File: config.mk
export PLATFORM = sky130hd
export DESIGN_NAME = pipeline_hazard_ctrl_flat
export DESIGN_NICKNAME = d
export VERILOG_FILES = /design/src/rtl/pipeline_hazard_ctrl_if.sv /design/src/rtl/pipeline_hazard_ctrl.sv /design/src/flat_wrapper.sv
export SDC_FILE = /design/constraint.sdc
export NUM_CORES = 1
export LEC_CHECK = 0
export ABC_AREA = 0
export CORE_MARGIN = 5
export CORE_UTILIZATION = 30
export CTS_BUF_LIST = sky130_fd_sc_hd__clkbuf_4 sky130_fd_sc_hd__clkbuf_8 sky130_fd_sc_hd__clkbuf_16
export CTS_CLUSTER_DIAMETER = 80
export DETAILED_ROUTE_END_ITERATION = 7
export GPL_TIMING_DRIVEN = 0
export PLACE_DENSITY = 0.76
export SKIP_LAST_GASP = 1
export SYNTH_ARGS = -nofsm -noshare
export SYNTH_HDL_FRONTEND = slang
export SYNTH_SLANG_ARGS = --single-unit
File: constraint.sdc
create_clock -name clock -period 5.87 [get_ports clock]
set_clock_uncertainty 0.2 [all_clocks]
set_input_delay 1.4675 -clock clock [delete_from_list [all_inputs] [get_ports clock]]
set_output_delay 1.4675 -clock clock [all_outputs]
set_load 0.02 [all_outputs]
File: src/rtl/pipeline_hazard_ctrl_if.sv
// Bundle of hazard-detection inputs and pipeline-register controls between
// the 5-stage datapath (master) and pipeline_hazard_ctrl (slave).
interface pipeline_hazard_ctrl_if;
    logic [4:0]  id_rs;
    logic [4:0]  id_rt;
    logic        id_uses_rt;
    logic        ex_memread;
    logic [4:0]  ex_rt;
    logic [1:0]  ex_pcsrc;
    logic        ex_multicycle;
    logic        mem_stall;

    logic        pc_write;
    logic        if_id_write;
    logic        if_id_reset;
    logic        id_ex_write;
    logic        id_ex_reset;
    logic        ex_mem_write;
    logic        ex_mem_reset;
    logic        mem_wb_reset;
    logic [1:0]  state_out;
    logic [15:0] stall_cycles;
    logic [15:0] flush_events;

    modport master (
        output id_rs, id_rt, id_uses_rt, ex_memread, ex_rt, ex_pcsrc,
               ex_multicycle, mem_stall,
        input  pc_write, if_id_write, if_id_reset, id_ex_write, id_ex_reset,
               ex_mem_write, ex_mem_reset, mem_wb_reset, state_out,
               stall_cycles, flush_events
    );

    modport slave (
        input  id_rs, id_rt, id_uses_rt, ex_memread, ex_rt, ex_pcsrc,
               ex_multicycle, mem_stall,
        output pc_write, if_id_write, if_id_reset, id_ex_write, id_ex_reset,
               ex_mem_write, ex_mem_reset, mem_wb_reset, state_out,
               stall_cycles, flush_events
    );
endinterface

File: src/rtl/pipeline_hazard_ctrl.sv
// Hazard/sequencing controller for the 5-stage pipeline: load-use stalls,
// EX redirects, multi-cycle EX holds, memory wait states. Optional stats: HAZARD_STATS_EN.
module pipeline_hazard_ctrl #(
    parameter int unsigned MULDIV_LAT = 4
) (
    input  logic clock,
    input  logic reset,
    pipeline_hazard_ctrl_if.slave bus
);

    typedef enum logic [1:0] {
        RUN   = 2'd0,
        MULTI = 2'd1
    } state_e;

    localparam logic [3:0] CNT_INIT = 4'(MULDIV_LAT - 2);

    state_e     state_q, state_d;
    logic [3:0] count_q, count_d;

    logic pc_write, if_id_write, if_id_reset, id_ex_write, id_ex_reset;
    logic ex_mem_write, ex_mem_reset, mem_wb_reset;
    logic load_use;

    assign load_use = bus.ex_memread && (bus.ex_rt != 5'd0) &&
                      ((bus.ex_rt == bus.id_rs) ||
                       (bus.id_uses_rt && (bus.ex_rt == bus.id_rt)));

    always_ff @(posedge clock) begin
        state_q <= state_d;
        count_q <= count_d;
    end

    always_comb begin
        pc_write     = 1'b1;
        if_id_write  = 1'b1;
        if_id_reset  = 1'b0;
        id_ex_write  = 1'b1;
        id_ex_reset  = 1'b0;
        ex_mem_write = 1'b1;
        ex_mem_reset = 1'b0;
        mem_wb_reset = 1'b0;
        state_d      = state_q;
        count_d      = count_q;

        if (reset) begin
            pc_write     = 1'b0;
            if_id_write  = 1'b0;
            if_id_reset  = 1'b1;
            id_ex_write  = 1'b0;
            id_ex_reset  = 1'b1;
            ex_mem_write = 1'b0;
            ex_mem_reset = 1'b1;
            mem_wb_reset = 1'b1;
            state_d      = RUN;
            count_d      = '0;
        end else begin
            unique case (state_q)
                RUN: begin
                    if (bus.mem_stall) begin
                        pc_write     = 1'b0;
                        if_id_write  = 1'b0;
                        id_ex_write  = 1'b0;
                        ex_mem_write = 1'b0;
                        mem_wb_reset = 1'b1;
                    end else if (bus.ex_pcsrc != 2'b00) begin
                        if_id_reset = 1'b1;
                        id_ex_reset = 1'b1;
                    end else if (bus.ex_multicycle) begin
                        pc_write     = 1'b0;
                        if_id_write  = 1'b0;
                        id_ex_write  = 1'b0;
                        ex_mem_reset = 1'b1;
                        state_d      = MULTI;
                        count_d      = CNT_INIT;
                    end else if (load_use) begin
                        pc_write    = 1'b0;
                        if_id_write = 1'b0;
                        id_ex_reset = 1'b1;
                    end
                end
                MULTI: begin
                    // Redirect and load-use are not evaluated while EX is occupied.
                    if (bus.mem_stall) begin
                        pc_write     = 1'b0;
                        if_id_write  = 1'b0;
                        id_ex_write  = 1'b0;
                        ex_mem_write = 1'b0;
                        mem_wb_reset = 1'b1;
                    end else if (count_q != 4'd0) begin
                        pc_write     = 1'b0;
                        if_id_write  = 1'b0;
                        id_ex_write  = 1'b0;
                        ex_mem_reset = 1'b1;
                        count_d      = count_q - 4'd1;
                    end else begin
                        state_d = RUN;
                    end
                end
                default: begin
                    state_d = RUN;
                    count_d = '0;
                end
            endcase
        end
    end

    assign bus.pc_write     = pc_write;
    assign bus.if_id_write  = if_id_write;
    assign bus.if_id_reset  = if_id_reset;
    assign bus.id_ex_write  = id_ex_write;
    assign bus.id_ex_reset  = id_ex_reset;
    assign bus.ex_mem_write = ex_mem_write;
    assign bus.ex_mem_reset = ex_mem_reset;
    assign bus.mem_wb_reset = mem_wb_reset;
    assign bus.state_out    = state_q;

`ifdef HAZARD_STATS_EN
    logic [15:0] stall_q, stall_d;
    logic [15:0] flush_q, flush_d;
    logic        redirect_taken;

    assign redirect_taken = (state_q == RUN) && !bus.mem_stall &&
                            (bus.ex_pcsrc != 2'b00);

    always_comb begin
        stall_d = stall_q;
        flush_d = flush_q;
        if (reset) begin
            stall_d = '0;
            flush_d = '0;
        end else begin
            if (!pc_write && (stall_q != 16'hFFFF)) stall_d = stall_q + 16'd1;
            if (redirect_taken && (flush_q != 16'hFFFF)) flush_d = flush_q + 16'd1;
        end
    end

    always_ff @(posedge clock) begin
        stall_q <= stall_d;
        flush_q <= flush_d;
    end

    assign bus.stall_cycles = stall_q;
    assign bus.flush_events = flush_q;
`else
    assign bus.stall_cycles = '0;
    assign bus.flush_events = '0;
`endif

endmodule
File: src/flat_wrapper.sv
// flat-port wrapper written by rule: the top's interface ports become plain ports
module pipeline_hazard_ctrl_flat 
#(
    parameter int unsigned MULDIV_LAT = 4
)
  (clock, reset, bus_id_rs, bus_id_rt, bus_id_uses_rt, bus_ex_memread, bus_ex_rt, bus_ex_pcsrc, bus_ex_multicycle, bus_mem_stall, bus_pc_write, bus_if_id_write, bus_if_id_reset, bus_id_ex_write, bus_id_ex_reset, bus_ex_mem_write, bus_ex_mem_reset, bus_mem_wb_reset, bus_state_out, bus_stall_cycles, bus_flush_events);
  pipeline_hazard_ctrl_if bus_i ();
  input  logic clock;
  input  logic reset;
  input wire logic [$bits(bus_i.id_rs)-1:0] bus_id_rs;
  input wire logic [$bits(bus_i.id_rt)-1:0] bus_id_rt;
  input wire logic [$bits(bus_i.id_uses_rt)-1:0] bus_id_uses_rt;
  input wire logic [$bits(bus_i.ex_memread)-1:0] bus_ex_memread;
  input wire logic [$bits(bus_i.ex_rt)-1:0] bus_ex_rt;
  input wire logic [$bits(bus_i.ex_pcsrc)-1:0] bus_ex_pcsrc;
  input wire logic [$bits(bus_i.ex_multicycle)-1:0] bus_ex_multicycle;
  input wire logic [$bits(bus_i.mem_stall)-1:0] bus_mem_stall;
  output wire logic [$bits(bus_i.pc_write)-1:0] bus_pc_write;
  output wire logic [$bits(bus_i.if_id_write)-1:0] bus_if_id_write;
  output wire logic [$bits(bus_i.if_id_reset)-1:0] bus_if_id_reset;
  output wire logic [$bits(bus_i.id_ex_write)-1:0] bus_id_ex_write;
  output wire logic [$bits(bus_i.id_ex_reset)-1:0] bus_id_ex_reset;
  output wire logic [$bits(bus_i.ex_mem_write)-1:0] bus_ex_mem_write;
  output wire logic [$bits(bus_i.ex_mem_reset)-1:0] bus_ex_mem_reset;
  output wire logic [$bits(bus_i.mem_wb_reset)-1:0] bus_mem_wb_reset;
  output wire logic [$bits(bus_i.state_out)-1:0] bus_state_out;
  output wire logic [$bits(bus_i.stall_cycles)-1:0] bus_stall_cycles;
  output wire logic [$bits(bus_i.flush_events)-1:0] bus_flush_events;
  assign bus_i.id_rs = bus_id_rs;
  assign bus_i.id_rt = bus_id_rt;
  assign bus_i.id_uses_rt = bus_id_uses_rt;
  assign bus_i.ex_memread = bus_ex_memread;
  assign bus_i.ex_rt = bus_ex_rt;
  assign bus_i.ex_pcsrc = bus_ex_pcsrc;
  assign bus_i.ex_multicycle = bus_ex_multicycle;
  assign bus_i.mem_stall = bus_mem_stall;
  assign bus_pc_write = bus_i.pc_write;
  assign bus_if_id_write = bus_i.if_id_write;
  assign bus_if_id_reset = bus_i.if_id_reset;
  assign bus_id_ex_write = bus_i.id_ex_write;
  assign bus_id_ex_reset = bus_i.id_ex_reset;
  assign bus_ex_mem_write = bus_i.ex_mem_write;
  assign bus_ex_mem_reset = bus_i.ex_mem_reset;
  assign bus_mem_wb_reset = bus_i.mem_wb_reset;
  assign bus_state_out = bus_i.state_out;
  assign bus_stall_cycles = bus_i.stall_cycles;
  assign bus_flush_events = bus_i.flush_events;
  pipeline_hazard_ctrl #(.MULDIV_LAT(MULDIV_LAT)) u_core (.clock(clock), .reset(reset), .bus(bus_i));
endmodule
======== Word-level counts from Yosys, hierarchy flattened ========
Cells that the tools add are included.
word-level totals
  bits of input ports ..................... 23
  register bits ........................... 6
  output and inout bits ................... 42
  logic and storage cells ................. 71
operators by class
  reductions and logical operators ........ 11
  mux-type cells .......................... 48
  equality and inequality tests ........... 9
  add/subtract/negate cells ............... 1
operator list
  kind                   count
  $mux W1                33
  $mux W4                5
  $eq A5 B5 Y1           2
  $mux W2                5
  $ne A2 B2 Y1 const B   5
  $reduce_and A5 Y1      2
  $pmux W4 S2            1
  $pmux W1 S2            3
  $reduce_bool A5 Y1     1
  $pmux W2 S2            1
  $reduce_bool A4 Y1     1
  $sub A4 B1 Y4 const B  1
  $logic_and A1 B1 Y1    3
  $eq A2 B1 Y1 const B   1
  $logic_not A2 Y1       1
  $ne A2 B1 Y1 const B   1
  $reduce_bool A2 Y1     1
  $reduce_or A2 Y1       1
  $logic_or A1 B1 Y1     1

======== Longest topological paths before layout ========
Gate-level depths: netlist of the first run.
  depth in word-level cells ............... 10
  gate-level depth with buffers ........... 7
  depth with buffers taken out ............ 6

======== Worst setup path after synthesis of the first run ========
No wires, ideal clock.
  kind .................................... input -> output
  start ................................... input port bus_ex_rt[1]
  end ..................................... output port bus_pc_write
  data arrival time ....................... 2.668 ns
  cell stages on the path ................. 5
  path slack .............................. 1.535 ns
  required time ........................... 4.203 ns
  path through ............................ or4_1 -> o21ai_2 -> nor3_1 -> a21boi_2 -> buf_4
on the way
  cells in the longest elaborated chain, start to end .. 10
  elaborated cells on any way between the ends .. 13
  those cells by class .................... eq/ne: 2; mux: 6; reduce/logical: 5
RTL lines
  element                  RTL line                    RTL
  start: declaration       flat_wrapper.sv:14          input wire logic [$bits(bus_i.ex_rt)-1:0] bus_ex_rt;
  $eq A5 B5 Y1             pipeline_hazard_ctrl.sv:27  (bus.id_uses_rt && (bus.ex_rt == bus.id_rt)));
  $logic_and A1 B1 Y1      pipeline_hazard_ctrl.sv:27
  $logic_or A1 B1 Y1       pipeline_hazard_ctrl.sv:26  ((bus.ex_rt == bus.id_rs) ||
  $logic_and A1 B1 Y1 *    pipeline_hazard_ctrl.sv:25  assign load_use = bus.ex_memread && (bus.ex_rt != 5'd0) &&
  $mux W1 * (4 in series)  --
  $pmux W1 S2 *            --
  $mux W1 *                --
  end: declaration         flat_wrapper.sv:18          output wire logic [$bits(bus_i.pc_write)-1:0] bus_pc_write;
Mark *: on every way between the ends. The rest lies on a longest branch, timed or not.

======== Final worst setup path of the first run ========
  start ................................... input port bus_ex_rt[1]
  end ..................................... output port bus_pc_write
on the way
  cells in the longest elaborated chain, start to end .. 10
  elaborated cells on any way between the ends .. 13
  those cells by class .................... eq/ne: 2; mux: 6; reduce/logical: 5
RTL lines
  element                RTL line                    RTL
  $eq A5 B5 Y1           pipeline_hazard_ctrl.sv:27
  $logic_and A1 B1 Y1    pipeline_hazard_ctrl.sv:27
  $logic_or A1 B1 Y1     pipeline_hazard_ctrl.sv:26
  $logic_and A1 B1 Y1 *  pipeline_hazard_ctrl.sv:25
  $mux W1 *              pipeline_hazard_ctrl.sv:76  end else if (load_use) begin
  $mux W1 *              pipeline_hazard_ctrl.sv:69  end else if (bus.ex_multicycle) begin
  $mux W1 *              pipeline_hazard_ctrl.sv:66  end else if (bus.ex_pcsrc != 2'b00) begin
  $mux W1 *              pipeline_hazard_ctrl.sv:60  if (bus.mem_stall) begin
  $pmux W1 S2 *          pipeline_hazard_ctrl.sv:58  unique case (state_q)
  $mux W1 *              pipeline_hazard_ctrl.sv:46  if (reset) begin
Marked as above.

==> flow_summary.rst, run 1 <==
.. list-table::
   :header-rows: 1

   * - Metric
     - Value
   * - Worst vdd ir
     - 0.103 mV
   * - Global-route congestion overflow total
     - 0
   * - Chip Height
     - 60.4 um
   * - Core area
     - 0.00245 mm^2
   * - Sink Count
     - 5
   * - Buffer levels on the longest clock path
     - 2
   * - TritonCTS clock tree
     - built
   * - Post-Synthesis Mean Instance Area
     - 7.70 um^2
   * - Startpoint type of the worst setup path
     - input port
   * - Vias in the first global route
     - 758
   * - Estimated wirelength of the detail-placed design
     - 1.69 mm
   * - Slew Limit Fails
     - 0
   * - Post-route worst hold slack
     - 0.287 ns
   * - Overall die width
     - 60.4 um
   * - Die Footprint
     - 0.00365 mm^2
   * - Maximum number of pins on one net before global-route repair
     - 9
   * - Placed cell count
     - 192
   * - Post-detailed-route count of antenna-violating nets
     - 0
   * - Final sum of negative setup slack
     - 0 ns
   * - Number of primary I/O pins
     - 65
   * - Worst setup EP type
     - primary output
   * - Achievable Freq
     - 190 MHz
   * - Fraction of layout cells with a size suffix above 1
     - 28.3%
   * - Leading cell type in the layout, fill and taps excluded
     - sky130_fd_sc_hd__buf_4
   * - RSZ-0062 raised after global routing
     - false
   * - Overall Global Routing Usage
     - 10.4%
   * - Share of the yosys chip area belonging to registers
     - 13.1%
   * - Final-report hold violation count
     - 0
   * - Detailed-route wire length per cell
     - 9.57 um
   * - Synthesis warning total
     - 0
   * - Ys async rst share
     - 0%
   * - Clock period minus final worst setup slack
     - 5.26 ns
   * - Ratio of final minimum period to clock period
     - 89.7%
   * - Flops & latches, synth
     - 5
   * - Standard-cell row count
     - 18
   * - Wire length of the first global-routing pass
     - 2.98 mm
   * - Result of the run
     - finished, final reports clean
   * - Layout overhead on the synthesized area
     - 65.4%
   * - Residual DRC
     - 0
   * - Antenna violations before repair
     - 0
   * - Unique masters post-synth
     - 31
   * - Class of the tightest hold or removal check
     - reg -> reg
   * - IO buf count
     - 31
   * - Cell area after synthesis
     - 762 um^2
   * - Antenna cell count
     - 0
   * - Final instance count without filler cells
     - 196
   * - Required time of the critical path
     - 4.20 ns
   * - Maximum level of the CTS H-tree
     - 1
   * - Via-to-Cell Ratio
     - 3.72
   * - Most used flip-flop cell after synthesis
     - sky130_fd_sc_hd__dfxtp_1
   * - Final Setup Violations
     - 0
   * - First-pass iteration count of the detailed router
     - 3
   * - Count of vias placed by the detailed router
     - 730
   * - Root Buffer
     - sky130_fd_sc_hd__clkbuf_4
   * - Total number of nets in the final design
     - 192
   * - Max capacitance violation total
     - 0
   * - GP Congestion
     - 0.813
   * - CP Max Fanout
     - 3
   * - CP Class
     - in -> out
   * - Leak
     - 0.000608 uW
   * - Commonest non-fill, non-tap cells in the layout
     - sky130_fd_sc_hd__buf_4 (34), sky130_fd_sc_hd__conb_1 (33), sky130_fd_sc_hd__clkdlybuf4s50_1 (31)
   * - CTS Hold Bufs
     - 0
   * - Wire length reported by the detailed router
     - 1.88 mm
   * - Worst-Skew Late Latency
     - 0.25 ns
   * - Post-synthesis instance total
     - 99
   * - CTS Buf Count
     - 3
   * - Buffer count from post-CTS setup fixing
     - 0
   * - Clk pin slew, worst setup/hold paths
     - 0.04 ns
   * - Initial DRC count
     - 3
   * - Initial core utilization
     - 31.0%
   * - PD cells
     - 135 mW/mm^2
   * - Number of enable flip-flop cells after synthesis
     - 0
   * - Number of gates resized after CTS
     - 0
   * - Arrival @ worst endpoint
     - 3.60 ns
[layout make-up]
cell class                      count  area (um^2)
Buffer                             35          260
Clock buffer                        4         30.0
Fill cell                         225         1190
Inverter                            4         15.0
Multi-Input combinational cell     87          507
Sequential cell                     5          100
Tap cell                           30         37.5
Timing Repair Buffer               31          310
[synthesized netlist by cell type, drive strengths merged (2+ instances only)]
cell type / n / share of area [%]
buf: 35 / 34
xnor2: 10 / 11
nand2: 6 / 3.0
nor2: 6 / 3.0
dfxtp: 5 / 13
o21ai: 5 / 3.8
a21oi: 4 / 2.6
inv: 4 / 2.0
a21o: 2 / 2.0
ha: 2 / 3.3
or2: 2 / 1.6
or3: 2 / 1.6
[per-layer routing]
| metal | up-vias | wire [um] | global-route usage [%] |
|---|---|---|---|
| met5 | - | 0 | 0 |
| met4 | 0 | 10 | 1.90 |
| met3 | 2 | 179 | 3.83 |
| met2 | 37 | 990 | 19.4 |
| met1 | 300 | 696 | 11.3 |
| li1 | 391 | - | - |
[logic make-up after synthesis]
group / share of synthesized area (%)
AO/OA/AOI/OAI: 12.8
XOR/XNOR: 11.5
adder cells (fa/ha/maj): 3.28
buffers and inverters: 36.1
flip-flops: 13.1
multiplexers: 4.43
other: 0.492
AND/OR/NAND/NOR: 18.2
[final timing paths]
check                                                     from  cells after the start                             end  slack [ns]
worst max-delay path                              bus_ex_rt[1]                      7                    bus_pc_write        0.61
worst min-delay path            u_core.count_q[1]$_SDFFE_PP0P_                      1  u_core.count_q[1]$_SDFFE_PP0P_        0.29
worst max register to register  u_core.count_q[0]$_SDFFE_PP0P_                      6  u_core.count_q[2]$_SDFFE_PP0P_        4.13
worst min register to register  u_core.count_q[1]$_SDFFE_PP0P_                      1  u_core.count_q[1]$_SDFFE_PP0P_        0.29
[where the power goes]
part | total, uW | internal, uW | switching [uW] | leakage, uW
Combinational | 88.7 | 45.6 | 43.1 | 0.000549
Clock | 45.4 | 30.4 | 15.0 | 0.0000184
Sequential | 35.7 | 35.0 | 0.686 | 0.0000405
[through the flow]
| stage | util [%] | instance area [um^2] | power (uW) | setup slack (ns) |
|---|---|---|---|---|
| 2_1_floorplan | - | 882 | 96.1 | 1.53 |
| 3_3_place_gp | 50.1 | 1230 | 123 | 0.625 |
| 3_5_place_dp | 50.1 | 1230 | 124 | 0.599 |
| 4_1_cts | 51.3 | 1260 | 170 | 0.592 |
| 5_1_grt | 51.3 | 1260 | 182 | 0.541 |
| 6_report | 51.3 | 1260 | 170 | 0.606 |
[worst max-delay path, cell delays in order]
cell and delay [ns]:
sky130_fd_sc_hd__clkdlybuf4s50_1 0.47, sky130_fd_sc_hd__or4_1 0.56, sky130_fd_sc_hd__o21ai_2 0.14, sky130_fd_sc_hd__nor3_1 0.07
sky130_fd_sc_hd__a21boi_2 0.17, sky130_fd_sc_hd__buf_4 0.12, sky130_fd_sc_hd__clkdlybuf4s50_1 0.59
[registers in the layout (all words and copies together), names as in the netlist]
name / cells
u_core.count_q: 4
u_core.bus.state_out: 1
Note: power is estimated with default switching activity, not from simulation.
==> run 2, diff against run 1 <==
--- a/config.mk
+++ b/config.mk
@@ -9,11 +9,11 @@
 export CORE_MARGIN = 5
 export CORE_UTILIZATION = 30
 export CTS_BUF_LIST = sky130_fd_sc_hd__clkbuf_4 sky130_fd_sc_hd__clkbuf_8 sky130_fd_sc_hd__clkbuf_16
-export CTS_CLUSTER_DIAMETER = 80
 export DETAILED_ROUTE_END_ITERATION = 7
 export GPL_TIMING_DRIVEN = 0
 export PLACE_DENSITY = 0.76
 export SKIP_LAST_GASP = 1
+export SLEW_MARGIN = 10
 export SYNTH_ARGS = -nofsm -noshare
 export SYNTH_HDL_FRONTEND = slang
 export SYNTH_SLANG_ARGS = --single-unit
==> results of run 2 <==
No change in the layout: final DEF, timing and power equal those of run 1.
==> run 3, diff against run 2 <==
--- a/config.mk
+++ b/config.mk
@@ -7,11 +7,11 @@
 export LEC_CHECK = 0
 export ABC_AREA = 0
 export CORE_MARGIN = 5
-export CORE_UTILIZATION = 30
+export CORE_UTILIZATION = 34
 export CTS_BUF_LIST = sky130_fd_sc_hd__clkbuf_4 sky130_fd_sc_hd__clkbuf_8 sky130_fd_sc_hd__clkbuf_16
 export DETAILED_ROUTE_END_ITERATION = 7
 export GPL_TIMING_DRIVEN = 0
-export PLACE_DENSITY = 0.76
+export PLACE_DENSITY = 0.85
 export SKIP_LAST_GASP = 1
 export SLEW_MARGIN = 10
 export SYNTH_ARGS = -nofsm -noshare
==> run 3 against run 2 <==
Compared with the run above:
- sequential share of layout area about the same
- setup slack worse by 0.024 ns
- critical path depth unchanged
- first-iteration DRC count rose to 4.0 times the previous value
- register-to-register slack worse by 0.05 ns
- non-clock buffer count unchanged
- sequential power about the same
- final cell count down 1.0%
- fmax down 0.45%
- critical endpoint unchanged
- highest routed layer is now met3
==> flow_summary.rst, run 3 (synthesis results as in run 1) <==
.. list-table::
   :header-rows: 1

   * - Metric
     - Value
   * - Result of the run
     - finished, final reports clean
   * - Worst vdd ir
     - 0.110 mV
   * - CTS Hold Bufs
     - 0
   * - GP Congestion
     - 0.710
   * - Worst-case hold path end point
     - u_core.count_q[3]$_SDFFE_PP0P_
   * - RR Endpoint
     - u_core.count_q[1]$_SDFFE_PP0P_
   * - IO buf count
     - 31
   * - Core area
     - 0.00217 mm^2
   * - Clk pin slew, worst setup/hold paths
     - 0.05 ns
   * - Estimated wirelength of the detail-placed design
     - 1.83 mm
   * - CP Class
     - in -> out
   * - Leak
     - 0.000608 uW
   * - Global-route congestion overflow total
     - 0
   * - Clock period minus final worst setup slack
     - 5.29 ns
   * - Number of primary I/O pins
     - 65
   * - Startpoint type of the worst setup path
     - input port
   * - Achievable Freq
     - 189 MHz
   * - RSZ-0062 raised after global routing
     - false
   * - Largest register FFs
     - 4
   * - Antenna violations before repair
     - 0
   * - Post-detailed-route count of antenna-violating nets
     - 0
   * - Placed standard-cell area
     - 0.00123 mm^2
   * - Placed cell count
     - 190
   * - Detailed-route wire length per cell
     - 10.4 um
   * - Wire length of the first global-routing pass
     - 3.33 mm
   * - Max capacitance violation total
     - 0
   * - Root Buffer
     - sky130_fd_sc_hd__clkbuf_4
   * - Post-Layout Inst Area
     - 0.00126 mm^2
   * - Die Footprint
     - 0.00329 mm^2
   * - Final-report hold violation count
     - 0
   * - Ratio of final minimum period to clock period
     - 90.1%
   * - Leading cell type in the layout, fill and taps excluded
     - sky130_fd_sc_hd__buf_4
   * - Final sum of negative setup slack
     - 0 ns
   * - Launch point of the worst hold path
     - u_core.count_q[3]$_SDFFE_PP0P_
   * - Via-to-Cell Ratio
     - 3.89
   * - Class of the tightest hold or removal check
     - reg -> reg
   * - Depth of the worst register-to-register path
     - 6
   * - Residual DRC
     - 0
   * - Vias in the first global route
     - 734
   * - Maximum number of pins on one net before global-route repair
     - 9
   * - CP Max Fanout
     - 3
   * - Total number of nets in the final design
     - 192
   * - Required time of the critical path
     - 4.20 ns
   * - Buffer count from post-CTS setup fixing
     - 0
   * - Final design utilization
     - 58.0%
   * - CTS Buf Count
     - 3
   * - Antenna cell count
     - 0
   * - Standard-cell row count
     - 17
   * - Fraction of layout cells with a size suffix above 1
     - 28.3%
   * - Final instance count without filler cells
     - 194
   * - TritonCTS clock tree
     - built
   * - Worst Hold Depth
     - 2
   * - Overall die width
     - 57.3 um
   * - Register containing the most flip-flops in the final layout
     - u_core.count_q
   * - Worst setup EP type
     - primary output
   * - Arrival @ worst endpoint
     - 3.62 ns
   * - Sink Count
     - 5
   * - Chip Height
     - 57.3 um
   * - Initial core utilization
     - 35.1%
   * - Maximum level of the CTS H-tree
     - 1
   * - Wire length reported by the detailed router
     - 2.02 mm
   * - First-pass iteration count of the detailed router
     - 4
   * - Overall Global Routing Usage
     - 12.6%
   * - Layout overhead on the synthesized area
     - 65.0%
   * - Source of the worst register-to-register timing path
     - u_core.count_q[0]$_SDFFE_PP0P_
   * - Count of vias placed by the detailed router
     - 754
   * - Buffer levels on the longest clock path
     - 2
   * - Commonest non-fill, non-tap cells in the layout
     - sky130_fd_sc_hd__buf_4 (34), sky130_fd_sc_hd__conb_1 (33), sky130_fd_sc_hd__clkdlybuf4s50_1 (31)
   * - Number of gates resized after CTS
     - 0
   * - Slew Limit Fails
     - 0
   * - Final Setup Violations
     - 0
   * - PD cells
     - 136 mW/mm^2
   * - Flop2flop setup slack
     - 4.08 ns
   * - Initial DRC count
     - 12
   * - Power Total
     - 171 uW
   * - Worst-Skew Late Latency
     - 0.25 ns
-- run 3: cell counts in the layout (fill, tap and decap cells not counted) --
No cell type changed its count.
-- run 3: worst max-delay path by stage --
| stage | start | cells past startpoint | end |
|---|---|---|---|
| 2_1_floorplan | bus_ex_rt[1] | 5 | bus_pc_write |
| 3_3_place_gp | bus_ex_rt[1] | 7 | bus_pc_write |
| 3_5_place_dp | bus_ex_rt[1] | 7 | bus_pc_write |
| 4_1_cts | bus_ex_rt[1] | 7 | bus_pc_write |
| 5_1_grt | bus_ex_rt[1] | 7 | bus_pc_write |
| 6_report | bus_ex_rt[1] | 7 | bus_pc_write |
-- run 3: power by group --
group	total, uW	switching (uW)	internal [uW]	leakage (uW)
registers	35.7	0.701	35.0	0.0000405
logic	89.8	44.2	45.6	0.000549
clock network	46.0	15.5	30.4	0.0000184
-- run 3: routing by layer --
| layer | up-vias | global-route usage, % | part of all wire, % | wire (um) |
|---|---|---|---|---|
| met2 | 39 | 23.4 | 55 | 1110 |
| met3 | 0 | 5.20 | 10 | 206 |
| met4 | 0 | 1.99 | 0 | 0 |
| li1 | 398 | - | - | - |
| met5 | - | 0 | 0 | 0 |
| met1 | 317 | 13.5 | 35 | 700 |
-- run 3: final cells by class --
class	instances	area, um^2
Fill cell	207	912
Sequential cell	5	100
Buffer	35	260
Tap cell	28	35.0
Clock buffer	4	30.0
Inverter	4	15.0
Timing Repair Buffer	31	310
Multi-Input combinational cell	87	507
-- run 3: per-stage QoR --
step | hold WS (ns) | worst slack (ns)
after floorplan | 0.257 | 1.53
after global placement | 0.269 | 0.622
after detailed placement | 0.291 | 0.586
after CTS | 0.302 | 0.587
after global routing | 0.326 | 0.486
final | 0.299 | 0.582
-- run 3: critical path, stage by stage --
cell and delay, ns:
sky130_fd_sc_hd__clkdlybuf4s50_1 0.47, sky130_fd_sc_hd__or4_1 0.56, sky130_fd_sc_hd__o21ai_2 0.16, sky130_fd_sc_hd__nor3_1 0.08
sky130_fd_sc_hd__a21boi_2 0.16, sky130_fd_sc_hd__buf_4 0.12, sky130_fd_sc_hd__clkdlybuf4s50_1 0.60
==> variant: new RTL, flow settings as in run 1 <==
Add a define of `HAZARD_STATS_EN`.
--- a/src/rtl/pipeline_hazard_ctrl.sv
+++ b/src/rtl/pipeline_hazard_ctrl.sv
@@ -2,2 +2,4 @@
 // EX redirects, multi-cycle EX holds, memory wait states. Optional stats: HAZARD_STATS_EN.
+`define HAZARD_STATS_EN
+
 module pipeline_hazard_ctrl #(
Formal check against the unedited RTL: not equivalent (Yosys sat finds a counterexample within 4 cycles, from zero or initial values and one cycle with reset high).
==> variant against run 1 <==
  * Wire length rose to 2.7 times the old value
  * Cell area up 130%
  * Sequential power rose to 7.3 times the old value
  * Power rose to 3.1 times the old value
  * Worst setup slack worse by 100 ps
  * Synthesized area rose to 2.7 times the old value
  * Combinational power down 2.8%
  * Utilization down 8.6 points
  * Sequential cell count up 32
  * Highest routed layer unchanged
==> variant: results (changes against run 1) <==
Route
  • Drt pass-1 iters: 4 (was 3)
  • Initial drt markers: 27 (was 3)
  • Routed wl met2: 2555 um (was 990 um)
  • Final WL: 5086 um (was 1876 um)
  • Vias/cell: 4.931 (was 3.724)
  • Routed met3 length: 202 um (was 179 um)
  • Wl on met1: 2288 um (was 696 um)

Global route
  • Tot GR Track Use: 0.1172 (was 0.1044)
  • Routing usage on met2: 0.2044 (was 0.1944)
  • Met1 usage: 0.1384 (was 0.1134)
  • First-pass GRT wire length: 8135 um (was 2980 um)
  • Initial antenna violation count: 0 (unchanged)
  • Pin count of the biggest net entering global routing: 13 (was 9)
  • GRT met3 Usage: 0.03363 (was 0.03830)
  • Vias in the first global route: 1810 (was 758)

Clock network
  • Post-cts resize count: 0 (unchanged)
  • Reg clk slew, reported paths: 80 ps (was 40 ps)
  • CTS root buffer: clkbuf_8 (was clkbuf_4)
  • Clk_lat worst skew: 290 ps (was 250 ps)
  • Number of CTS-inserted buffers: 5 (was 3)
  • Bufs on Longest Clock Path: 2 (unchanged)
  • CTS H-tree depth: 2 (was 1)
  • Post-CTS setup buffers: 0 (unchanged)

Final layout
  • Share of cells above drive strength 1: 0.1026 (was 0.2831)
  • Antenna diodes: 0 (unchanged)
  • Non-Filler Instances: 392 (was 196)
  • Final-stage net count: 338 (was 192)

Timing
  • Slew Viols, Final: 0 (unchanged)

Place
  • Placed cell area: 2760 um^2 (was 1230 um^2)
  • Final GP Congestion: 0.7776 (was 0.8130)
  • IO Port Bufs: 63 (was 31)
  • Placed Cells incl. Taps: 384 (was 192)
  • Place WS: 505.3 ps (was 599.3 ps)
  • DP HPWL: 3990 um (was 1694 um)

Setup path
  • CP Data Arrival Time: 3700 ps (was 3600 ps)
  • Worst Path Max Fanout: 4 (was 3)
  • Register-to-Register Path Depth: 9 (was 6)
  • Crit-path max cell delay: 590 ps (about the same)

Yosys
  • Register area share after synthesis: 0.3650 (was 0.1314)
  • Yosys cell types: 53 (was 31)
  • Area contributors post-synth: dfxtp_1 36%, xnor2_1 5.6%, a21oi_1 4.4% (was buf_4 33%, dfxtp_1 13%, xnor2_1 11%)
  • Leading cell types by count after synthesis: 37 x dfxtp_1, 18 x a21oi_1, 17 x nor2_1, 15 x nand2_1 (was 34 x buf_4, 10 x xnor2_1, 6 x nand2_1, 6 x nor2_1, 5 x dfxtp_1)
  • Synth area leader: dfxtp_1 (was buf_4)
  • Warnings, synthesis: 0 (unchanged)
  • Cells after synthesis: 241 (was 99)
  • Synth top area share: 0.3650 (was 0.3350)

Min path
  • Hold path depth: 2 (was 1)

Pwr
  • VDD IR-drop max: 0.0001702 V (was 0.0001027 V)
  • Pleak: 0.0009913 uW (was 0.0006079 uW)

Status
  • Status: finished clean (unchanged)
## variant: changes by cell type in the layout (fill, tap and decap cells not counted), sizes merged, moves of 15 or more
cell           before  now
buf                35    6
conb               33    1
a21oi               4   20
dfxtp               5   37
or3                 2   17
clkdlybuf4s50      31   63
## variant: worst paths after layout
check	startpoint	end	slack [ps]
worst min-delay path	u_core.bus.flush_events[13]	u_core.bus.flush_events[13]	300
worst max register to register	u_core.bus.stall_cycles[0]	u_core.bus.stall_cycles[1]	3290
worst min register to register	u_core.bus.flush_events[13]	u_core.bus.flush_events[13]	300
worst max-delay path	bus_ex_rt[3]	bus_pc_write	500
## variant: cells by family (layout without fill, tap and decap cells)
group	count (synthesis)	count (layout)	synth area share
other cells	1	1	0.001848
flops	37	37	0.3650
mux	4	4	0.02035
fa+ha+maj	4	4	0.02466
buf+inv	20	91	0.05672
xor+xnor	19	19	0.08200
simple gates	101	101	0.2842
compound gates	55	55	0.1652
## variant: worst min-delay path, cell delays in order (launching register included)
cell	delay [ps]
dfxtp_1	330
o21ai_0	70
a21oi_1	60
## variant: area by class of cell
type / instances / area (um^2)
Tap cell: 80 / 100.1
Buffer: 9 / 73.82
Inverter: 11 / 41.29
Fill cell: 677 / 3830
Multi-Input combinational cell: 184 / 1174
Timing Repair Buffer: 63 / 630.6
Sequential cell: 37 / 740.7
Clock buffer: 6 / 76.32
Clock inverter: 2 / 15.01
## variant: power by group
group / switching, uW / leakage, uW / internal, uW
registers: 5.72 / 0.000299 / 256
logic: 41.3 / 0.000651 / 44.9
clock network: 93.2 / 0.0000408 / 88.3
total: 140 / 0.000991 / 389
